--- src/rtl/piso.sv ---
// piso: parallel-in/serial-out shift register, loads on sl=0 and shifts out MSB first on sl=1.
module piso #(
    parameter int   WIDTH = 4,
    parameter logic FILL  = 1'b0
) (
    input  logic [WIDTH-1:0] d,
    input  logic             clk,
    input  logic             sl,
    output logic             q,
    input  logic             rst
);
    logic [WIDTH-1:0] shift_q, shift_d;
    always_comb shift_d = sl ? {shift_q[WIDTH-2:0], FILL} : d;
    always_ff @(posedge clk) shift_q <= rst ? '0 : shift_d;
    // q comes straight from the register so d and sl never reach the serial line combinationally
    assign q = shift_q[WIDTH-1];
endmodule

--- config.mk ---
export PLATFORM = sky130hd
export DESIGN_NAME = piso
export DESIGN_NICKNAME = d
export VERILOG_FILES = /design/src/rtl/piso.sv
export SDC_FILE = /design/constraint.sdc
export NUM_CORES = 1
export LEC_CHECK = 0
export ABC_AREA = 1
export BUFFER_PORTS_ARGS = -buffer_cell sky130_fd_sc_hd__buf_4
export CAP_MARGIN = 20
export CELL_PAD_IN_SITES_DETAIL_PLACEMENT = 2
export CELL_PAD_IN_SITES_GLOBAL_PLACEMENT = 2
export CORE_AREA = 2 2 39 41
export DETAILED_ROUTE_END_ITERATION = 10
export DIE_AREA = 0 0 41 43
export PLACE_DENSITY_LB_ADDON = 0.08
export SLEW_MARGIN = 20
export SYNTH_ARGS = -nofsm -noshare
export SYNTH_HDL_FRONTEND = slang
export SYNTH_SLANG_ARGS = --single-unit
--- constraint.sdc ---
create_clock -name clk -period 1.1 [get_ports clk]
set_input_delay 0.11 -clock clk [delete_from_list [all_inputs] [get_ports clk]]
set_output_delay 0.11 -clock clk [all_outputs]
set_load 0.01 [all_outputs]
==> qor.csv, run 1 <==
metric;value;unit
ys async rst share;0;%
Worst-Margin Slew;0.1278;ns
predominant post-synthesis flop cell;dfxtp_1;
Routed Antenna Nets;0;
Max Cap Viol;0;
num rows;14;
Hold Worst Slack;0.09222;ns
area share of the largest cell type after synthesis;54.24;%
crit path cell chain;buf_4;
Initial DRC Count;1;
Max clock buf depth;2;
Avg Inst Size Synth;6.711;um^2
max incr delay on CP;0.29;ns
Bufs and invs on worst path;1;
antenna violations before repair;0;
H-tree depth;1;
fmax;1315;MHz
root buffer selected by CTS;clkbuf_4;
hold_buf cts;0;
DRC;0;
fraction of layout cells with a size suffix above 1;31.25;%
Area contributors post-synth;dfxtp_1 (54%), nand2_1 (18%), nor2_1 (18%);
first-pass GRT wire length;793;um
Clk pin slew, worst setup/hold paths;0.04;ns
via count;157;
# setup viols final;0;
Die Area;1763;um^2
post-layout min period;0.7602;ns
Seq pwr share;41.1;%
maximum fanout along the worst path;1;
power per standard cell area;1570;nW/um^2
drt via density;3.271;
Die H;43;um
Setup crit end kind;primary output;
area grow syn2layout;64.41;%
kind of critical path;reg -> out;
Initial Utilization;10.67;%
CTS tree;yes;
GRT Util Overall;7.422;%
Int Power;0.0003003;W
# diodes;0;
Sw Pwr;0.00008076;W
relative max-transition margin;91.47;%
post-DP HPWL;292.1;um
TritonCTS Sinks;4;
Mapped Nets;29;
width of the die;41;um
Sw Share;21.20;%
max FFs per register;4;
vias in the first global route;200;
CP delay by family, top;flip-flops;
combinational share of power;11.1;%
Top reg by flops;shift_q;
sequential fraction of the synthesis area;54.24;%
core area;1384;um^2
setup TNS;0;ns
clock latency on the worst-skew pair;0.23;ns
Clock Power Share;47.8;%
Pre-antenna DRT Iters;2;
GPL Wtd Cong;0.6008;
post-cts gate resize count;0;
Inserted Clock Buffers;3;
IO buf count;7;
number of top-level pins;8;
Synth Instances;22;
CP Launch Type;flip-flop;
synthesized cell area;147.6;um^2
clk_skew;0.002042;ns
status;finished, final reports clean;
critical path required time;0.99;ns
Hold Violations, Final;0;
RSZ-0062 raised after global routing;no;
yosys warns;0;
Hold Path Class;in -> reg;
Slowest-stage cell, CP;dfxtp_1;
cell taking the most area after synthesis;dfxtp_1;
Yosys reg bits;4;
part of the cycle the worst path needs;69.11;%
Final nets;41;
Leakage;0.1282;nW
Critical Path AT;0.65;ns
Yosys cell types;4;
Commonest cells post-synth;nand2_1 (7), nor2_1 (7), dfxtp_1 (4), inv_1 (4);
Post-synth EDFFs;0;
Peak VDD IR;0.3205;mV
Final Max Slew Viols;0;
Largest regs;shift_q (4);
total gr overflow;0;
largest net degree at the start of global routing;8;
# Post-CTS Setup Buffers;0;
wire per inst;7.729;um
WL final;371;um
cells by family (layout without fill, tap and decap cells):
group                  count (synthesis)  after routing  share of synthesized area [%]
flip-flops                             4              4                          54.24
AND/OR/NAND/NOR                       14             14                          35.60
buffers and inverters                  4             14                          10.17
per-stage QoR:
stage / setup slack (ns) / area, um^2 / util (%) / instances / power (W)
after floorplan: 0.5675 / 147.6 / - / 22 / 0.0001755
after global placement: 0.5395 / 220.2 / 15.91 / 45 / 0.0002012
after detailed placement: 0.5251 / 220.2 / 15.91 / 45 / 0.0002029
after CTS: 0.3248 / 242.7 / 17.54 / 48 / 0.0003991
after global routing: 0.3050 / 242.7 / 17.54 / 48 / 0.0004248
final: 0.3398 / 242.7 / 17.54 / 48 / 0.0003810
cell type report:
cell class,instances,area (um^2)
fillers,174,1141
well taps,16,20.02
flip-flops and latches,4,80.08
inverters,4,15.01
clock buffers,3,22.52
multi-input cells,14,52.55
repair buffers,7,52.55
metal layers:
| layer | routed length, um | vias to the layer above | GRT usage (%) |
|---|---|---|---|
| met2 | 196 | 5 | 9.375 |
| met3 | 34 | 0 | 3.665 |
| met5 | 0 | - | 0 |
| li1 | - | 83 | - |
| met4 | 0 | 0 | 10.00 |
| met1 | 140 | 69 | 7.051 |
cells in the final DEF, fill, tap and decap left out, drive strengths merged:
master  instances
nor2            7
buf             7
dfxtp           4
inv             4
nand2           7
clkbuf          3
power groups by stage:
stage	clock, W	combinational (W)	sequential [W]
2_1_floorplan	0	0.0000156	0.000160
3_3_place_gp	0	0.0000426	0.000159
3_5_place_dp	0	0.0000438	0.000159
4_1_cts	0.000198	0.0000440	0.000157
5_1_grt	0.000218	0.0000499	0.000157
6_report	0.000182	0.0000422	0.000157
worst paths after layout:
check | from | endpoint | slack, ns | cells after the start
max | shift_q[3]$_SDFF_PP0_ | q | 0.34 | 1
min | sl | shift_q[0]$_SDFF_PP0_ | 0.09 | 2
max reg2reg | shift_q[2]$_SDFF_PP0_ | shift_q[3]$_SDFF_PP0_ | 0.53 | 4
min reg2reg | shift_q[1]$_SDFF_PP0_ | shift_q[2]$_SDFF_PP0_ | 0.49 | 4
No activity file was read; power rests on OpenSTA's default activity.
==> run 2, diff against run 1 <==
--- a/config.mk
+++ b/config.mk
@@ -5,7 +5,7 @@
 export SDC_FILE = /design/constraint.sdc
 export NUM_CORES = 1
 export LEC_CHECK = 0
-export ABC_AREA = 1
+export ABC_AREA = 0
 export BUFFER_PORTS_ARGS = -buffer_cell sky130_fd_sc_hd__buf_4
 export CAP_MARGIN = 20
 export CELL_PAD_IN_SITES_DETAIL_PLACEMENT = 2
==> constraint.sdc (replaced) <==
create_clock -name clk -period 0.8 [get_ports clk]
set_input_delay 0.08 -clock clk [delete_from_list [all_inputs] [get_ports clk]]
set_output_delay 0.08 -clock clk [all_outputs]
set_load 0.01 [all_outputs]
==> qor.csv, run 2 <==
metric;value;unit;change
Routed Antenna Nets;0;;unchanged
HP Start;rst;;was sl
GPL Wtd Cong;0.5960;;was 0.6008
kind of critical path;reg -> out;;unchanged
# diodes;0;;unchanged
clk_skew;0.003070;ns;was 0.002042 ns
CP Launch Type;flip-flop;;unchanged
Synth Instances;11;;was 22
number of top-level pins;8;;unchanged
Post-synth EDFFs;0;;unchanged
Post-DP Area;201.4;um^2;was 220.2 um^2
width of the die;41;um;unchanged
Initial Utilization;9.313;%;was 10.67%
root buffer selected by CTS;clkbuf_4;;unchanged
Die Area;1763;um^2;unchanged
core area;1384;um^2;unchanged
first-pass GRT wire length;621;um;was 793 um
fmax;1368;MHz;
reg-to-reg endpoint;shift_q[3]$_SDFF_PP0_;;unchanged
hold depth;2;;unchanged
reg2reg start;shift_q[2]$_SDFF_PP0_;;unchanged
Pre-antenna DRT Iters;1;;was 2
Slowest-stage cell, CP;dfxtp_1;;unchanged
post-place setup slack;0.2000;ns;was 0.5251 ns
Mapped Nets;18;;was 29
max incr delay on CP;0.29;ns;about the same
cell taking the most area after synthesis;dfxtp_1;;unchanged
final core utilization;16.18;%;was 17.54%
antenna violations before repair;0;;unchanged
via count;113;;was 157
clock latency on the worst-skew pair;0.23;ns;about the same
Final nets;30;;was 41
Hold Violations, Final;0;;unchanged
most frequent cells in the layout;buf_4 (7), dfxtp_1 (4), mux2i_1 (3), nor2_1 (3), clkbuf_4 (3);;was nor2_1 (7), nand2_1 (7), buf_4 (7)
status;finished, final reports clean;;unchanged
yosys warns;0;;unchanged
Final Max Slew Viols;0;;unchanged
num rows;14;;unchanged
ys async rst share;0;%;unchanged
Hold Path Class;in -> reg;;unchanged
Yosys cell types;4;;unchanged
Peak VDD IR;0.6030;mV;was 0.3205 mV
Bufs and invs on worst path;1;;unchanged
R2R setup slack;0.20;ns;was 0.53 ns
largest net degree at the start of global routing;5;;was 8
Setup crit end kind;primary output;;unchanged
# Post-CTS Setup Buffers;0;;unchanged
area grow syn2layout;73.79;%;was 64.41%
drt via density;3.054;;was 3.271
maximum fanout along the worst path;1;;unchanged
part of the cycle the worst path needs;91.38;%;
cell count of the worst reg-to-reg path;2;;was 4
sequential fraction of the synthesis area;62.14;%;was 54.24%
TritonCTS Sinks;4;;unchanged
Critical Path AT;0.65;ns;about the same
CP delay by family, top;flip-flops;;unchanged
cell with the most instances after synthesis;dfxtp_1;;
predominant post-synthesis flop cell;dfxtp_1;;unchanged
post-layout min period;0.7310;ns;
fraction of layout cells with a size suffix above 1;47.62;%;was 31.25%
most common cell after layout, fill and taps aside;buf_4;;
Storage cell area;80.08;um^2;unchanged
Area contributors post-synth;dfxtp_1 (62%), mux2i_1 (23%), nor2_1 (8.7%);;was dfxtp_1 (54%), nand2_1 (18%), nor2_1 (18%)
wire per inst;9.622;um;was 7.729 um
total gr overflow;0;;unchanged
area of the multi-input gates;48.80;um^2;was 52.55 um^2
CTS tree;yes;;unchanged
RSZ-0062 raised after global routing;no;;unchanged
Yosys reg bits;4;;unchanged
critical path endpoint;q;;unchanged
Leakage;0.1054;nW;was 0.1282 nW
hold_buf cts;0;;unchanged
DRC;0;;unchanged
critical path required time;0.72;ns;was 0.99 ns
Clk pin slew, worst setup/hold paths;0.04;ns;about the same
WL final;356;um;was 371 um
area share of the largest cell type after synthesis;62.14;%;was 54.24%
Largest regs;shift_q (4);;unchanged
Hold Worst Slack;0.03924;ns;was 0.09222 ns
Top reg by flops;shift_q;;unchanged
# setup viols final;0;;unchanged
Commonest cells post-synth;dfxtp_1 (4), mux2i_1 (3), nor2_1 (3);;was nand2_1 (7), nor2_1 (7), dfxtp_1 (4), inv_1 (4)
Inserted Clock Buffers;3;;unchanged
critical path launch point;shift_q[3]$_SDFF_PP0_;;unchanged
IO buf count;7;;unchanged
H-tree depth;1;;unchanged
Worst-Margin Slew;0.1528;ns;was 0.1278 ns
post-cts gate resize count;0;;unchanged
Initial DRC Count;0;;was 1
Max clock buf depth;2;;unchanged
synthesized cell area;128.9;um^2;was 147.6 um^2
design area;224.0;um^2;was 242.7 um^2
fill count;164;;was 174
relative max-transition margin;89.52;%;was 91.47%
Max Cap Viol;0;;unchanged
vias in the first global route;144;;was 200
crit path cell chain;buf_4;;unchanged
Die H;43;um;unchanged
setup TNS;0;ns;unchanged
critical path depth in cells;1;;unchanged
Avg Inst Size Synth;11.72;um^2;was 6.711 um^2
GRT Util Overall;6.118;%;was 7.422%
power per standard cell area;2319;nW/um^2;was 1570 nW/um^2
max FFs per register;4;;unchanged
final worst slack;0.06899;ns;was 0.3398 ns
## run 2: how the worst min path moves through the flow
| stage | endpoint | slack [ns] |
|---|---|---|
| floorplan | shift_q[1]$_SDFF_PP0_ | 0.15 |
| global placement | shift_q[3]$_SDFF_PP0_ | 0.28 |
| detailed placement | shift_q[3]$_SDFF_PP0_ | 0.28 |
| CTS | shift_q[3]$_SDFF_PP0_ | 0.03 |
| global route | shift_q[2]$_SDFF_PP0_ | 0.05 |
| finish | shift_q[1]$_SDFF_PP0_ | 0.04 |
## run 2: logic make-up (layout without fill, tap and decap cells)
family | after synthesis | in the layout | share of synthesized area, %
flops | 4 | 4 | 62.14
simple gates | 4 | 4 | 14.56
mux | 3 | 3 | 23.30
buf+inv | 0 | 10 | 0
## run 2: report_power, final
group	switching [W]	internal, W	total (W)
sequential	0.00000243	0.000211	0.000213
clock	0.0000879	0.000168	0.000256
combinational	0.0000180	0.0000318	0.0000498
## run 2: area by class of cell
class                   instances  area share [%]
flip-flops and latches          4           35.75
well taps                      16           8.939
repair buffers                  7           23.46
clock buffers                   3           10.06
multi-input cells               7           21.79
## run 2: stage by stage
stage	std cells	power, W
after floorplan	11	0.0002317
after global placement	34	0.0002671
after detailed placement	34	0.0002678
after CTS	37	0.0005385
after global routing	37	0.0005607
final	37	0.0005193
## run 2: metal layers
metal | vias up | share of wire [%] | GRT usage, %
met1 | 51 | 33 | 6.090
met5 | - | 0 | 0
met3 | 0 | 11 | 3.141
li1 | 58 | - | -
met4 | 0 | 0 | 8.000
met2 | 4 | 56 | 7.500
==> run 3, diff against run 2 <==
--- a/config.mk
+++ b/config.mk
@@ -14,6 +14,7 @@
 export DETAILED_ROUTE_END_ITERATION = 10
 export DIE_AREA = 0 0 41 43
 export PLACE_DENSITY_LB_ADDON = 0.08
+export RECOVER_POWER = 25
 export SLEW_MARGIN = 20
 export SYNTH_ARGS = -nofsm -noshare
 export SYNTH_HDL_FRONTEND = slang
==> qor.csv, run 3 (synthesized netlist as in run 2, its figures left out) <==
metric;value;unit;change
status;finished, final reports clean;;unchanged
TritonCTS Sinks;4;;unchanged
Clk pin slew, worst setup/hold paths;0.04;ns;about the same
relative max-transition margin;81.96;%;was 89.52%
post-cts gate resize count;0;;unchanged
Pre-antenna DRT Iters;1;;unchanged
kind of critical path;reg -> out;;unchanged
wire per inst;9.459;um;was 9.622 um
reg2reg start;shift_q[2]$_SDFF_PP0_;;unchanged
WL final;350;um;was 356 um
critical path required time;0.72;ns;about the same
Max clock buf depth;2;;unchanged
Final nets;30;;unchanged
CP delay by family, top;flip-flops;;unchanged
crit path cell chain;buf_4;;unchanged
Initial DRC Count;0;;unchanged
Worst-Margin Slew;0.2706;ns;was 0.1528 ns
Bufs and invs on worst path;1;;unchanged
Leakage;0.1018;nW;was 0.1054 nW
antenna violations before repair;0;;unchanged
Peak VDD IR;0.6038;mV;was 0.6030 mV
Setup crit end kind;primary output;;unchanged
power per standard cell area;2351;nW/um^2;was 2319 nW/um^2
maximum fanout along the worst path;1;;unchanged
hold_buf cts;0;;unchanged
Die H;43;um;unchanged
GRT Util Overall;6.118;%;unchanged
DRC;0;;unchanged
largest net degree at the start of global routing;5;;unchanged
most common cell after layout, fill and taps aside;buf_4;;unchanged
post-layout min period;0.7312;ns;was 0.7310 ns
GPL Wtd Cong;0.5960;;unchanged
# diodes;0;;unchanged
# setup viols final;0;;unchanged
CTS tree;yes;;unchanged
area grow syn2layout;70.87;%;was 73.79%
Inserted Clock Buffers;3;;unchanged
IO buf count;7;;unchanged
vias in the first global route;144;;unchanged
most frequent cells in the layout;buf_4 (6), dfxtp_1 (4), mux2i_1 (3), nor2_1 (3), clkbuf_4 (3);;was buf_4 (7), dfxtp_1 (4), mux2i_1 (3), nor2_1 (3), clkbuf_4 (3)
Hold Violations, Final;0;;unchanged
# Post-CTS Setup Buffers;0;;unchanged
Max Cap Viol;0;;unchanged
Initial Utilization;9.313;%;unchanged
first-pass GRT wire length;621;um;unchanged
num rows;14;;unchanged
fraction of layout cells with a size suffix above 1;42.86;%;was 47.62%
setup TNS;0;ns;unchanged
core area;1384;um^2;unchanged
final core utilization;15.91;%;was 16.18%
H-tree depth;1;;unchanged
Top reg by flops;shift_q;;unchanged
max FFs per register;4;;unchanged
critical path launch point;shift_q[3]$_SDFF_PP0_;;unchanged
max incr delay on CP;0.29;ns;about the same
total gr overflow;0;;unchanged
via count;114;;was 113
clock latency on the worst-skew pair;0.23;ns;about the same
Die Area;1763;um^2;unchanged
root buffer selected by CTS;clkbuf_4;;unchanged
Slowest-stage cell, CP;dfxtp_1;;unchanged
Critical Path AT;0.65;ns;about the same
fmax;1368;MHz;about the same
number of top-level pins;8;;unchanged
drt via density;3.081;;was 3.054
CP Launch Type;flip-flop;;unchanged
HP Start;rst;;unchanged
clk_skew;0.003326;ns;was 0.003070 ns
part of the cycle the worst path needs;91.40;%;was 91.38%
RSZ-0062 raised after global routing;no;;unchanged
fill count;164;;unchanged
Routed Antenna Nets;0;;unchanged
Largest regs;shift_q (4);;unchanged
Final Max Slew Viols;0;;unchanged
width of the die;41;um;unchanged
Hold Path Class;in -> reg;;unchanged
==> run 3: changes by cell type in the layout (fill, tap and decap cells not counted), sizes merged <==
cell,change
buf,-1
clkbuf,+1
==> run 3: path summary, 6_finish.rpt <==
kind / to / slack, ns / depth (start not counted)
worst max-delay path: q / 0.07 / 1
worst min-delay path: shift_q[1]$_SDFF_PP0_ / 0.04 / 2
worst max register to register: shift_q[3]$_SDFF_PP0_ / 0.20 / 2
worst min register to register: shift_q[1]$_SDFF_PP0_ / 0.47 / 2
==> run 3: area by class of cell <==
| class | count | area, um^2 | area share [%] |
|---|---|---|---|
| clock buffers | 3 | 22.52 | 10.23 |
| multi-input cells | 7 | 48.80 | 22.16 |
| flip-flops and latches | 4 | 80.08 | 36.36 |
| well taps | 16 | 20.02 | 9.091 |
| repair buffers | 7 | 48.80 | 22.16 |
==> run 3: per-layer routing <==
| metal | vias to the layer above | routed length (um) | GRT usage (%) |
|---|---|---|---|
| met5 | - | 0 | 0 |
| met4 | 0 | 0 | 8.000 |
| met3 | 0 | 38 | 3.141 |
| met2 | 4 | 204 | 7.500 |
| met1 | 53 | 107 | 6.090 |
| li1 | 57 | - | - |
==> run 3: report_power, final <==
part / internal, W / leakage, nW / switching (W)
Clock: 0.000168 / 0.0138 / 0.0000885
Sequential: 0.000211 / 0.0330 / 0.00000249
Combinational: 0.0000296 / 0.0550 / 0.0000180
==> run 3: metrics by stage <==
step                total power (W)  cell area, um^2  worst slack (ns)  hold WS [ns]  cells
CTS                       0.0005385            224.0           0.05179       0.02857     37
global route              0.0005584            220.2           0.04428       0.04767     37
finish                    0.0005178            220.2           0.06880       0.03894     37
global placement          0.0002671            201.4            0.2285        0.2825     34
detailed placement        0.0002678            201.4            0.2000        0.2817     34
floorplan                 0.0002317            128.9            0.2573        0.1524     11
